`src/rtl/sram_rr_ctrl_pkg.sv`:
```
// Shared types and SRAM pin encodings for the two-requester SRAM controller.
package sram_ctrl_pkg;

  typedef enum logic [1:0] {
    IDLE   = 2'd0,
    SETUP  = 2'd1,
    ACCESS = 2'd2,
    DONE   = 2'd3
  } state_t;

  localparam logic [1:0] CS_SEL   = 2'd0;
  localparam logic [1:0] CS_DESEL = 2'd1;
  localparam logic [1:0] WE_WR    = 2'd0;
  localparam logic [1:0] WE_RD    = 2'd1;

  localparam int DEF_AW = 4;
  localparam int DEF_DW = 4;

endpackage

```
`src/rtl/sram_rr_ctrl_rr_arb2.sv`:
```
// Two-way round-robin arbiter: combinational one-hot grant, last-winner pointer
// updated on accept. Pointer resets to 1 so requester 0 wins the first tie.
module rr_arb2 (
  input  logic       clk,
  input  logic       rst,
  input  logic [1:0] req,
  input  logic       accept,
  output logic [1:0] gnt
);

  logic last_q;
  logic last_d;

  always_comb begin
    gnt = req;
    if (req == 2'b11) begin
      gnt = last_q ? 2'b01 : 2'b10;
    end
  end

  always_comb begin
    last_d = last_q;
    if (accept && (gnt != 2'b00)) begin
      last_d = gnt[1];
    end
  end

  always_ff @(posedge clk) begin
    if (rst) begin
      last_q <= 1'b1;
    end else begin
      last_q <= last_d;
    end
  end

endmodule

```
`src/rtl/sram_rr_ctrl.sv`:
```
// Round-robin controller for the 16x4 async SRAM macro: one transaction per
// 4 cycles (IDLE/SETUP/ACCESS/DONE), response pulse 3 cycles after acceptance.
module sram_rr_ctrl
  import sram_ctrl_pkg::*;
#(
  parameter int AW     = DEF_AW,
  parameter int DW     = DEF_DW,
  parameter bit RD_INV = 1'b1
) (
  input  logic          clk,
  input  logic          rst,
  input  logic          req0_valid,
  output logic          req0_ready,
  input  logic          req0_we,
  input  logic [AW-1:0] req0_addr,
  input  logic [DW-1:0] req0_wdata,
  output logic          rsp0_valid,
  output logic [DW-1:0] rsp0_rdata,
  input  logic          req1_valid,
  output logic          req1_ready,
  input  logic          req1_we,
  input  logic [AW-1:0] req1_addr,
  input  logic [DW-1:0] req1_wdata,
  output logic          rsp1_valid,
  output logic [DW-1:0] rsp1_rdata,
  output logic [AW-1:0] mem_a,
  output logic [DW-1:0] mem_d,
  output logic [1:0]    mem_we,
  output logic [1:0]    mem_cs,
  input  logic [DW-1:0] mem_o
);

  state_t        state_q, state_d;
  logic          we_q;
  logic          id_q;
  logic [AW-1:0] mem_a_q;
  logic [DW-1:0] mem_d_q;
  logic [DW-1:0] rdata_q;

  logic          idle;
  logic [1:0]    req_vec;
  logic [1:0]    gnt;
  logic          accept;
  logic          rsp_live;

  assign idle    = (state_q == IDLE) && !rst;
  assign req_vec = {req1_valid, req0_valid};
  assign accept  = idle && (req_vec != 2'b00);

  rr_arb2 u_arb (
    .clk    (clk),
    .rst    (rst),
    .req    (req_vec),
    .accept (accept),
    .gnt    (gnt)
  );

  assign req0_ready = idle && gnt[0];
  assign req1_ready = idle && gnt[1];

  always_comb begin
    state_d = state_q;
    case (state_q)
      IDLE:    if (accept) state_d = SETUP;
      SETUP:   state_d = ACCESS;
      ACCESS:  state_d = DONE;
      DONE:    state_d = IDLE;
      default: state_d = IDLE;
    endcase
  end

  // Address/data registers load only on the edge into SETUP, so they are
  // frozen for the whole selected window.
  always_ff @(posedge clk) begin
    if (rst) begin
      state_q <= IDLE;
      we_q    <= 1'b0;
      id_q    <= 1'b0;
      mem_a_q <= '0;
      mem_d_q <= '0;
      rdata_q <= '0;
    end else begin
      state_q <= state_d;
      if (accept) begin
        id_q    <= gnt[1];
        we_q    <= gnt[1] ? req1_we    : req0_we;
        mem_a_q <= gnt[1] ? req1_addr  : req0_addr;
        mem_d_q <= gnt[1] ? req1_wdata : req0_wdata;
      end
      if ((state_q == ACCESS) && !we_q) begin
        rdata_q <= RD_INV ? ~mem_o : mem_o;
      end
    end
  end

  assign mem_a  = mem_a_q;
  assign mem_d  = mem_d_q;
  assign mem_cs = (state_q == ACCESS) ? CS_SEL : CS_DESEL;
  assign mem_we = ((state_q == ACCESS) && we_q) ? WE_WR : WE_RD;

  assign rsp_live   = (state_q == DONE) && !rst;
  assign rsp0_valid = rsp_live && !id_q;
  assign rsp1_valid = rsp_live && id_q;
  assign rsp0_rdata = (rsp0_valid && !we_q) ? rdata_q : '0;
  assign rsp1_rdata = (rsp1_valid && !we_q) ? rdata_q : '0;

endmodule

```
`config.mk`:
```
export PLATFORM = sky130hd
export DESIGN_NAME = sram_rr_ctrl
export DESIGN_NICKNAME = d
export VERILOG_FILES = /design/src/rtl/sram_rr_ctrl_pkg.sv /design/src/rtl/sram_rr_ctrl_rr_arb2.sv /design/src/rtl/sram_rr_ctrl.sv
export SDC_FILE = /design/constraint.sdc
export NUM_CORES = 1
export LEC_CHECK = 0
export BUFFER_PORTS_ARGS = -buffer_cell sky130_fd_sc_hd__buf_2
export CELL_PAD_IN_SITES_DETAIL_PLACEMENT = 1
export CELL_PAD_IN_SITES_GLOBAL_PLACEMENT = 1
export CORE_UTILIZATION = 28
export DETAILED_ROUTE_END_ITERATION = 7
export GPL_ROUTABILITY_DRIVEN = 1
export HOLD_SLACK_MARGIN = 0.06
export PLACE_DENSITY = 0.83
export SYNTH_ARGS = -nofsm -noshare
export SYNTH_HDL_FRONTEND = slang
export SYNTH_HIERARCHICAL = 1
export SYNTH_SLANG_ARGS = --single-unit
```
`constraint.sdc`:
```
create_clock -name clk -period 1.5 [get_ports clk]
set_clock_uncertainty 0.15 [all_clocks]
set_input_delay 0.225 -clock clk [delete_from_list [all_inputs] [get_ports clk]]
set_output_delay 0.225 -clock clk [all_outputs]
set_load 0.01 [all_outputs]
```
After elaboration in Yosys (flattened, before gate mapping)
Index checks and enable logic that the tools add are counted.
- divide/modulo/power cells: 0
- bitwise logic cells: 1
- eq/ne operators: 5
- mux-type cells: 11
- $mul: 0
- reduce and logical (&&, ||, !) cells: 18
- add/subtract/negate cells: 0
- shift operators: 0
- $lt $le $gt $ge: 0
- operators with widths (cell ; number):
    $mux W4 ; 4
    $logic_and A1 B1 Y1 ; 12
    $pmux W2 S4 ; 1
    $eq A2 B2 Y1 const B ; 3
    $mux W2 ; 3
    $not A4 Y4 ; 1
    $reduce_bool A2 Y1 ; 2
    $logic_not A1 Y1 ; 3
    $mux W1 ; 3
    $eq A2 B1 Y1 const B ; 1
    $logic_not A2 Y1 ; 1
    $ne A2 B1 Y1 const B ; 1
- word-level logic and storage cells: 42
- register bits: 17
- bits in read-only memories: 0
- memory bits (writable): 0
- bits in latches: 0
- output and inout bits: 24
- memories kept: 0
- input port bits: 26

Logic depth before layout (Yosys ltp)
Gate-level depths: netlist of run 1.
- word-level depth: 5
- depth in mapped cells: 6
- mapped depth without buffers: 6

Modules after synthesis
The synthesis of run 1 kept the hierarchy.
- by module, submodules not included (module ; cells each ; times used ; area an instance (um2)):
    sram_rr_ctrl ; 95 ; 1 ; 892.1
    rr_arb2 ; 7 ; 1 ; 61.3

Worst setup path after synthesis of run 1
OpenSTA, ideal clock, no wires.
- path kind: reg2reg
- start: register state_q[0]
- end: register u_arb.last_q
- cell stages (with the launch flop): 7
- arrival time: 1275 ps
- path slack: -45 ps
- cell sequence: dfxtp_1 -> inv_1 -> ha_1 -> inv_1 -> nor3_4 -> and3_1 -> o21bai_2
- word-level cells in the longest chain between the ends: 4
- ends and longest elaborated chain (element ; RTL line ; RTL):
    start: declaration ; sram_rr_ctrl.sv:33 ; state_t state_q, state_d;
    start signal: assignment ; sram_rr_ctrl.sv:83 ; state_q <= state_d;
    $logic_not A2 Y1 ; sram_rr_ctrl.sv:46 ; assign idle = (state_q == IDLE) && !rst;
    $logic_and A1 B1 Y1 ; sram_rr_ctrl.sv:46 ;
    $logic_and A1 B1 Y1 ; sram_rr_ctrl.sv:48 ; assign accept = idle && (req_vec != 2'b00);
    via accept ; sram_rr_ctrl.sv:43 ; logic accept;
    $logic_and A1 B1 Y1 ; sram_rr_ctrl_rr_arb2.sv:23 ; if (accept && (gnt != 2'b00)) begin
    end signal: assignment ; sram_rr_ctrl_rr_arb2.sv:32 ; last_q <= last_d;
    end: declaration ; sram_rr_ctrl_rr_arb2.sv:11 ; logic last_q;
The timed path passes the listed nets, and every way through them passes these cells.
A chain may end at the register's enable or synchronous reset.

Final worst setup path of run 1
- start: register state_q[0]
- end: output rsp0_rdata[3]
- word-level cells in the longest chain between the ends: 5
- ends and longest elaborated chain (element ; RTL line ; RTL):
    $eq A2 B2 Y1 ; sram_rr_ctrl.sv:101 ; assign rsp_live = (state_q == DONE) && !rst;
    $logic_and A1 B1 Y1 ; sram_rr_ctrl.sv:101 ;
    $logic_and A1 B1 Y1 ; sram_rr_ctrl.sv:102 ; assign rsp0_valid = rsp_live && !id_q;
    $logic_and A1 B1 Y1 ; sram_rr_ctrl.sv:104 ; assign rsp0_rdata = (rsp0_valid && !we_q) ? rdata_q : '0;
    $mux W4 ; sram_rr_ctrl.sv:104 ;
    end: declaration ; sram_rr_ctrl.sv:18 ; output logic [DW-1:0] rsp0_rdata,
No other way between the ends.

==> summary.md, run 1 <==
| Metric | Value |
|---|---|
| Critical path required time | `roughly 1.1 ns` |
| Post-Synthesis Cells | `102` |
| Simple-gate portion of the synthesized area | `approximately a fifth` |
| VDD IR max | `around 420 uV` |
| Nets@finish | `between 150 and 200` |
| Share of layout cells above drive strength 1 | `53.9%` |
| Commonest non-fill, non-tap cell in the layout | `buf_2` |
| GRT Total Usage | `16.6%` |
| DRC | `0` |
| Final Hold Vio Count | `0` |
| Util after Layout | `46.7%` |
| CTS buffer count | `3` |
| Vias in the first global route | `982` |
| Yosys warns | `6` |
| Setup TNS | `-3.25 ns` |
| I/O Buffers | `47` |
| Slew Limit Fails | `0` |
| Adder-cell share of the synthesized area | `~4%` |
| Wire length per cell | `around 14 um` |
| Die Height | `roughly 60 um` |
| Post-Syn Area | `953 um^2` |
| Sequential area share after synthesis | `between 30% and 40%` |
| Clock Sinks | `17` |
| Final WS setup | `-0.304 ns` |
| Initial drt markers | `20` |
| Post-synthesis compound-gate area fraction | `about 22%` |
| RePlAce Congestion | `0.687` |
| Initial Util | `slightly above 30%` |
| Clk Latency, worst-skew pair | `around 0.29 ns` |
| Design Power | `slightly below 2000 uW` |
| Root buffer cell | `clkbuf_4` |
| Main combinational cell family by area after synthesis | `compound AO/OA/AOI/OAI gates` |
| Worst EP arrival | `1.43 ns` |
| Maximum clock frequency | `approximately 550 MHz` |
| Largest net degree at the start of global routing | `16` |
| Fin crit period | `between 1.5 and 2 ns` |
| Crit Path Max Fanout | `4` |
| Dpl hpwl | `around 2.2 mm` |
| Max-cap viol count | `0` |
| Final instance area | `about 0.0015 mm^2` |
| RSZ-0062 raised after global routing | `true` |
| Most frequent cells in the layout | `43 x buf_2, 15 x dfxtp_1, 12 x a21oi_1, 12 x buf_4, 10 x a211oi_1` |
| Outcome | `finished with violations` |
| Leakage | `between 0.0006 and 0.0007 uW` |
| DR vias/cell | `roughly 4.7` |
| Grt ovf | `0` |
| Worst Setup Start Kind | `flop` |
| Total iterations of the first detailed-routing run | `4` |
| Tcrit/Tclk final | `120%` |
| Global-route wire length before repair | `4.36 mm` |
| Die Area | `~0.0036 mm^2` |
| Diodes inserted | `0` |
| CP Class | `flop to primary output` |
| Xor/xnor share of the synthesized area | `0%` |
| Layout area overhead | `54.3%` |
| Mean post-synth cell area | `~9.3 um^2` |
| Final setup violation count | `13` |
| Die width | `60.4 um` |
| H-tree depth | `1` |
| Seq cells post-synth | `17` |
| CTS tree | `yes` |
| Standard-cell rows | `20` |
| Clock slew seen by the registers of the worst setup and hold paths | `0.11 ns` |
| I/O pin total | `50` |
| Synth unique cells | `29` |
| Clock buffer depth | `2` |
| Post-synthesis mux area share | `9.45%` |
| Initial antenna violation count | `0` |
| Hold Crit Class | `input pin to flop` |
| Drt total wl | `2.95 mm` |
| Vias | `around 1000` |
| Placed Area | `approximately 0.0012 mm^2` |
| Critical path capture point type | `primary output` |
| Core area | `approximately 0.0032 mm^2` |
| Pwr/cell area | `between 1000 and 1500 mW/mm^2` |
| DRT antenna net count | `0` |
| Violated checks | `negative setup slack` |
==> flip-flops by register name (all words and copies together), names as in the netlist <==
register,cells
mem_d,4
we_q,1
id_q,1
state_q,2
u_arb/last_q,1
mem_a,4
rdata_q,4
==> cell families (layout without fill, tap and decap cells) <==
| family | after synthesis | count (layout) |
|---|---|---|
| AO/OA/AOI/OAI | 31 | 31 |
| AND/OR/NAND/NOR | 28 | 28 |
| flip-flops | 17 | 17 |
| other | 1 | 2 |
| buffers and inverters | 13 | 75 |
| adder cells (fa/ha/maj) | 3 | 3 |
| multiplexers | 9 | 9 |
==> layer usage <==
metal / track usage (%) / routed length [um]
met1: 15.9 / 1090
met2: 33.4 / 1700
met3: 2.77 / 112
met4: 7.97 / 46
met5: 0 / 0
==> critical path, cell delays in order (launching register included) <==
cell and delay (ns):
dfxtp_4 0.39, ha_4 0.13, nor3b_2 0.19, and2b_1 0.19
and2_1 0.13, buf_2 0.12
==> synth_stat cells <==
master	number	area [um^2]
buf_2	1	5.00
conb_1	1	3.75
nor2_1	6	22.5
o21ai_0	1	5.00
buf_4	3	22.5
a311oi_1	1	8.76
or2_2	1	6.26
nor3_4	1	16.3
nor2b_1	2	12.5
and2b_2	1	8.76
and2b_1	1	7.51
mux2i_1	9	90.1
ha_1	3	37.5
nand3_1	2	10.0
a21oi_1	12	60.1
a21boi_0	2	15.0
and2_1	8	50.1
and3_1	1	6.26
a211oi_1	13	97.6
inv_1	5	18.8
o21bai_2	1	11.3
dfxtp_1	17	340
and2_2	2	15.0
and3b_1	1	8.76
o31ai_1	1	7.51
buf_6	2	22.5
nand2_1	1	3.75
nor3b_2	1	12.5
clkbuf_8	2	27.5
==> cell type report <==
type                            count  area (um^2)
Sequential cell                    17          348
Tap cell                           44         55.1
Clock buffer                        3         22.5
Clock inverter                      1         5.00
Fill cell                         386         1680
Multi-Input combinational cell     73          596
Inverter                            5         21.3
Timing Repair Buffer               66          424
==> where the power goes <==
part	internal (uW)	total [uW]	leakage (uW)	switching (uW)
combinational	511	996	0.000524	484
clock	98.9	253	0.0000177	154
sequential	589	702	0.000141	112
==> worst paths after layout <==
path                startpoint             to  slack (ns)  cells after the start
hold reg to reg     rdata_q[0]     rdata_q[0]        0.36                      2
setup / recovery    state_q[0]  rsp0_rdata[3]       -0.30                      5
hold / removal    req0_addr[1]       mem_a[1]        0.11                      3
setup reg to reg    state_q[0]   u_arb/last_q        0.01                      7
==> per-stage QoR <==
step / worst slack [ns] / std cells / hold WS, ns
2_1_floorplan: 0.0108 / 103 / 0.168
3_3_place_gp: 0.0118 / 195 / 0.256
3_5_place_dp: -0.0826 / 195 / 0.257
4_1_cts: -0.297 / 208 / 0.108
5_1_grt: -0.420 / 209 / 0.113
6_report: -0.304 / 209 / 0.113
==> repair_timing <==
| item | in CTS | in global routing |
|---|---|---|
| gates resized for setup | 17 | 13 |
| setup buffers | 5 | 1 |
| hold buffers | 4 | 0 |
| pin swaps | 8 | 5 |
| endpoints found under the setup margin | 23 | 28 |
| hold endpoints to repair | 4 | 0 |
| gates cloned | 0 | 0 |
Power figures use the tool's default switching activity.
==> inputs of run 2 (changes only) <==
--- a/config.mk
+++ b/config.mk
@@ -12,6 +12,7 @@
 export DETAILED_ROUTE_END_ITERATION = 7
 export GPL_ROUTABILITY_DRIVEN = 1
 export HOLD_SLACK_MARGIN = 0.06
+export MAX_ROUTING_LAYER = met4
 export PLACE_DENSITY = 0.83
 export SYNTH_ARGS = -nofsm -noshare
 export SYNTH_HDL_FRONTEND = slang
==> run 2 against run 1 <==
  * The run still ends with negative setup slack left
  * Routed wire length up 0.10%
  * Sequential cell count unchanged
  * Clock power barely moved
  * Total power is essentially flat
  * Register-to-register slack about the same
  * Fmax barely moved
  * Sequential share of layout area unchanged
  * Utilization stayed put
  * Critical path type unchanged
==> summary.md, run 2 (synthesis results as in run 1) <==
| Metric | Value |
|---|---|
| Final Hold Vio Count | `0` |
| Most frequent cells in the layout | `43 x buf_2, 15 x dfxtp_1, 12 x a21oi_1, 12 x buf_4, 10 x a211oi_1` |
| Critical path required time | `about 1.1 ns` |
| Core area | `around 0.0032 mm^2` |
| Reg-to-Reg End | `u_arb/last_q` |
| Max-cap viol count | `0` |
| Initial drt markers | `16` |
| DRT antenna net count | `0` |
| Power share of the combinational group | `approximately half` |
| Clock buffer depth | `2` |
| CP startpoint | `state_q[0]` |
| Grt ovf | `0` |
| Clk Latency, worst-skew pair | `roughly 0.29 ns` |
| Global-route wire length before repair | `4.37 mm` |
| Crit-path max cell delay | `slightly below 0.4 ns` |
| CTS tree | `yes` |
| CP delay by family, top | `simple AND/OR/NAND/NOR gates` |
| Clock slew seen by the registers of the worst setup and hold paths | `about 0.11 ns` |
| Root buffer cell | `clkbuf_4` |
| Share of layout cells above drive strength 1 | `53.9%` |
| Commonest non-fill, non-tap cell in the layout | `buf_2` |
| RePlAce Congestion | `0.694` |
| Final WS setup | `-0.303 ns` |
| Crit Path Max Fanout | `4` |
| Clock Sinks | `17` |
| Multi-input gate area | `about 600 um^2` |
| Critical Path, Cell by Cell | `ha_4 -> nor3b_2 -> and2b_1 -> and2_1 -> buf_2` |
| Clock power frac | `between 10% and 20%` |
| Switching Share | `~39%` |
| Worst EP arrival | `approximately 1.4 ns` |
| Maximum clock frequency | `555 MHz` |
| Net Sw Power | `~750 uW` |
| Die Area | `roughly 0.0036 mm^2` |
| Final instance area | `around 0.0015 mm^2` |
| RSZ-0062 raised after global routing | `true` |
| Drt total wl | `just under 3 mm` |
| Hold Crit Class | `input pin to flop` |
| Standard-cell rows | `20` |
| Diodes inserted | `0` |
| Initial antenna violation count | `0` |
| Worst Setup Start Kind | `flop` |
| Slew Limit Fails | `0` |
| Critical path capture point type | `primary output` |
| R2R setup slack | `about 0.010 ns` |
| Vias in the first global route | `approximately 1000` |
| Dpl hpwl | `~2.2 mm` |
| Final setup violation count | `13` |
| Placed cells | `a little under 200` |
| H-tree depth | `1` |
| Violated checks | `negative setup slack` |
| Total iterations of the first detailed-routing run | `4` |
| Reg power frac | `a little over a third` |
| Placed Area | `between 0.001 and 0.0015 mm^2` |
| CP max-delay cell | `dfxtp_4` |
| I/O pin total | `50` |
| Fill count | `386` |
| DR vias/cell | `4.69` |
| CP Depth | `5` |
| Setup crit end | `rsp0_rdata[3]` |
| VDD IR max | `roughly 420 uV` |
| GRT Total Usage | `between 15 and 20%` |
| Layout area overhead | `54.3%` |
| I/O Buffers | `between 40 and 50` |
| Largest net degree at the start of global routing | `16` |
| Worst r2r src | `state_q[0]` |
| Vias | `980` |
| Reg2reg path depth | `7` |
| Non-filler cells, final | `209` |
| CP Class | `flop to primary output` |
| Seq. cell area | `roughly 350 um^2` |
| Die width | `around 60 um` |
| Die Height | `between 60 and 70 um` |
| Tcrit/Tclk final | `120%` |
| Outcome | `finished with violations` |
| Wire length per cell | `approximately 14 um` |
| Fin crit period | `about 1.8 ns` |
| Number of buffers and inverters on the critical path | `1` |
| Int Power | `1200 uW` |
| Leakage | `a little under 0.0007 uW` |
| DRC | `0` |
| CTS buffer count | `3` |
| Nets@finish | `between 150 and 200` |
| Pwr/cell area | `between 1000 and 1500 mW/mm^2` |
| Initial Util | `a little under a third` |
==> run 2: timing repair <==
item                       4_1_cts  5_1_grt
hold endpoints to repair         4        0
pin swaps                        8        5
buffers inserted                 5        1
resized for setup               17       13
hold buffers                     4        0
setup endpoints to repair       23       28
==> run 2: routing by layer <==
metal  part of all wire [%]  GRT usage (%)
met1                     37           15.9
met2                     58           33.4
met3                    3.7           2.77
met4                    1.7           7.97
met5                      0              -
==> run 2: area by class of cell <==
class / instances / share of cell area (%)
multi-input cells: 73 / 40.5
repair buffers: 66 / 28.8
flip-flops and latches: 17 / 23.6
well taps: 44 / 3.74
clock buffers: 3 / 1.53
inverters: 5 / 1.45
clock inverters: 1 / 0.340
==> run 2: worst min path at each step <==
stage	start	to	slack [ns]	cells past startpoint
2_1_floorplan	mem_o[0]	rdata_q[0]	0.17	1
3_3_place_gp	mem_o[3]	rdata_q[3]	0.26	2
3_5_place_dp	mem_o[1]	rdata_q[1]	0.26	2
4_1_cts	req1_valid	u_arb/last_q	0.11	3
5_1_grt	req1_valid	u_arb/last_q	0.11	3
6_report	req0_addr[1]	mem_a[1]	0.11	3
==> run 2: power by group through the flow <==
stage | clock [uW] | combinational, uW | sequential [uW]
final | 253 | 997 | 702
after global routing | 285 | 1090 | 716
after CTS | 256 | 885 | 686
after detailed placement | 0 | 723 | 670
after global placement | 0 | 677 | 658
after floorplan | 0 | 462 | 673
==> run 2: tightest hold or removal path: cells and delay by family <==
| family | cells | cell delay (ns) |
|---|---|---|
| buffers and inverters | 1 | 0.09 |
| muxes | 1 | 0.11 |
| AOI/OAI and AO/OA | 1 | 0.08 |
==> run 2: stage by stage <==
| step | hold WS, ns | setup WS [ns] | utilization [%] | total power [uW] | TNS [ns] |
|---|---|---|---|---|---|
| detailed placement | 0.257 | -0.0826 | 39.4 | 1390 | -0.532 |
| global placement | 0.256 | 0.0118 | 39.4 | 1330 | 0 |
| CTS | 0.108 | -0.297 | 44.8 | 1830 | -3.08 |
| finish | 0.113 | -0.303 | 46.7 | 1950 | -3.24 |
| global route | 0.113 | -0.420 | 46.7 | 2090 | -4.70 |
| floorplan | 0.168 | 0.0108 | - | 1130 | 0 |
==> inputs of run 3 (changes only) <==
--- a/config.mk
+++ b/config.mk
@@ -8,12 +8,12 @@
 export BUFFER_PORTS_ARGS = -buffer_cell sky130_fd_sc_hd__buf_2
 export CELL_PAD_IN_SITES_DETAIL_PLACEMENT = 1
 export CELL_PAD_IN_SITES_GLOBAL_PLACEMENT = 1
-export CORE_UTILIZATION = 28
+export CORE_UTILIZATION = 30
 export DETAILED_ROUTE_END_ITERATION = 7
 export GPL_ROUTABILITY_DRIVEN = 1
 export HOLD_SLACK_MARGIN = 0.06
 export MAX_ROUTING_LAYER = met4
-export PLACE_DENSITY = 0.83
+export PLACE_DENSITY = 0.84
 export SYNTH_ARGS = -nofsm -noshare
 export SYNTH_HDL_FRONTEND = slang
 export SYNTH_HIERARCHICAL = 1
==> constraint.sdc (replaced) <==
create_clock -name clk -period 2.2 [get_ports clk]
set_clock_uncertainty 0.15 [all_clocks]
set_input_delay 0.33 -clock clk [delete_from_list [all_inputs] [get_ports clk]]
set_output_delay 0.33 -clock clk [all_outputs]
set_load 0.01 [all_outputs]
==> run 3 against run 2 <==
  * The run now ends clean
  * Utilization is 6.6 points lower
  * Cell area is 18% lower
  * Routed wire length is 21% lower
  * Sequential share of layout area is 4.4 points higher
  * Count of clock-buffer cells in the layout stayed put
  * Non-clock buffer count is 17 lower
  * Combinational power is 56% lower
  * First-iteration DRC count is 25% lower
  * Critical path type unchanged
  * Largest cell class unchanged
==> summary.md, run 3 (synthesis results as in run 1) <==
| Metric | Value |
|---|---|
| Critical path required time | `1.72 ns` |
| Root buffer cell | `clkbuf_4` |
| Largest net degree at the start of global routing | `23` |
| Share of layout cells above drive strength 1 | `40.5%` |
| Die Area | `0.00341 mm^2` |
| Most frequent cells in the layout | `47 x buf_2, 17 x dfxtp_1, 13 x a211oi_1, 12 x a21oi_1, 9 x mux2i_1` |
| CP Class | `flop to primary output` |
| Diodes inserted | `0` |
| Standard-cell rows | `20` |
| Outcome | `finished clean` |
| Design Power | `between 1000 and 1500 uW` |
| R2R setup slack | `0.40 ns` |
| GRT Total Usage | `15.1%` |
| Final Hold Vio Count | `0` |
| Fin crit period | `~2.1 ns` |
| Clock power frac | `around 15%` |
| DRT antenna net count | `0` |
| DR vias/cell | `between 4 and 5` |
| Placed cells | `roughly 190` |
| Vias in the first global route | `roughly 880` |
| Critical Path, Cell by Cell | `inv_1 -> ha_1 -> and2b_2 -> and2_2 -> buf_2` |
| CTS tree | `yes` |
| Initial drt markers | `12` |
| Drt total wl | `approximately 2.3 mm` |
| Maximum clock frequency | `between 400 and 500 MHz` |
| Clk Latency, worst-skew pair | `between 0.2 and 0.3 ns` |
| I/O Buffers | `47` |
| Crit-path max cell delay | `around 0.39 ns` |
| Post-CTS setup buffers | `0` |
| Clock slew seen by the registers of the worst setup and hold paths | `approximately 0.10 ns` |
| CP delay by family, top | `simple AND/OR/NAND/NOR gates` |
| RSZ-0062 raised after global routing | `false` |
| Non-filler cells, final | `between 150 and 200` |
| Max-cap viol count | `0` |
| Dpl hpwl | `1.92 mm` |
| Tcrit/Tclk final | `a little over nine tenths` |
| Final setup violation count | `0` |
| Core area | `slightly above 0.003 mm^2` |
| Int Power | `around 650 uW` |
| I/O pin total | `50` |
| Initial Util | `between 30% and 40%` |
| Hold Crit Class | `input pin to flop` |
| Number of buffers and inverters on the critical path | `2` |
| Vias | `a little under 900` |
| Worst Setup Start Kind | `flop` |
| Clock Sinks | `17` |
| CTS buffer count | `3` |
| Switching Share | `between 30% and 40%` |
| Util after Layout | `40.0%` |
| Power share of the combinational group | `between 40% and 50%` |
| RePlAce Congestion | `around 0.70` |
| Post-cts sizing count | `0` |
| DRC | `0` |
| Die Height | `approximately 58 um` |
| Placed Area | `0.00118 mm^2` |
| Nets@finish | `178` |
| VDD IR max | `~190 uV` |
| Setup TNS | `0 ns` |
| Commonest non-fill, non-tap cell in the layout | `buf_2` |
| Crit Path Max Fanout | `12` |
| Final instance area | `between 0.001 and 0.0015 mm^2` |
| Slew Limit Fails | `0` |
| CP max-delay cell | `dfxtp_1` |
| Grt ovf | `0` |
| Net Sw Power | `just under 400 uW` |
| Initial antenna violation count | `0` |
| Worst EP arrival | `between 1.5 and 2 ns` |
| Leakage | `~0.00058 uW` |
| Reg power frac | `a little over two fifths` |
| CTS Hold Bufs | `0` |
| Pwr/cell area | `approximately 860 mW/mm^2` |
| Clock buffer depth | `2` |
| Wire length per cell | `12.1 um` |
| Die width | `between 50 and 60 um` |
| Total iterations of the first detailed-routing run | `4` |
| Critical path capture point type | `primary output` |
| Layout area overhead | `27.2%` |
| H-tree depth | `1` |
| Global-route wire length before repair | `~3.8 mm` |
run 3: cell count changes in the layout (fill, tap and decap cells not counted), moves of 4 or more:
cell | previous run | this run
buf_4 | 12 | 2
buf_6 | 7 | 0
buf_2 | 43 | 47
dlygate4sd3_1 | 4 | 0
inv_1 | 1 | 5
run 3: power groups by stage:
stage | combinational (uW) | sequential (uW) | clock (uW)
2_1_floorplan | 308 | 457 | 0
3_3_place_gp | 408 | 449 | 0
3_5_place_dp | 438 | 457 | 0
4_1_cts | 439 | 450 | 167
5_1_grt | 498 | 459 | 177
6_report | 434 | 447 | 159
run 3: area by class of cell:
class / instances / area (um^2)
clock buffers: 3 / 22.5
clock inverters: 1 / 5.00
well taps: 44 / 55.1
flip-flops and latches: 17 / 340
repair buffers: 49 / 250
inverters: 5 / 18.8
multi-input cells: 73 / 520
fillers: 383 / 1820
run 3: worst paths after layout:
check | to | startpoint | cells past startpoint
setup / recovery | req1_ready | state_q[1] | 5
hold reg to reg | state_q[1] | state_q[1] | 2
setup reg to reg | u_arb/last_q | state_q[0] | 6
hold / removal | rdata_q[2] | mem_o[2] | 2
run 3: through the flow:
step	worst slack [ns]	hold WS [ns]
after global placement	0.366	0.338
after global routing	0.0222	0.0681
after CTS	0.110	0.0666
after floorplan	0.573	0.273
final	0.115	0.0750
after detailed placement	0.336	0.359
run 3: routing by layer:
metal | vias up | track usage, % | routed length [um]
met3 | 2 | 2.20 | 119
li1 | 448 | - | -
met5 | - | - | 0
met4 | 0 | 4.08 | 26
met2 | 29 | 30.7 | 1300
met1 | 406 | 14.6 | 865
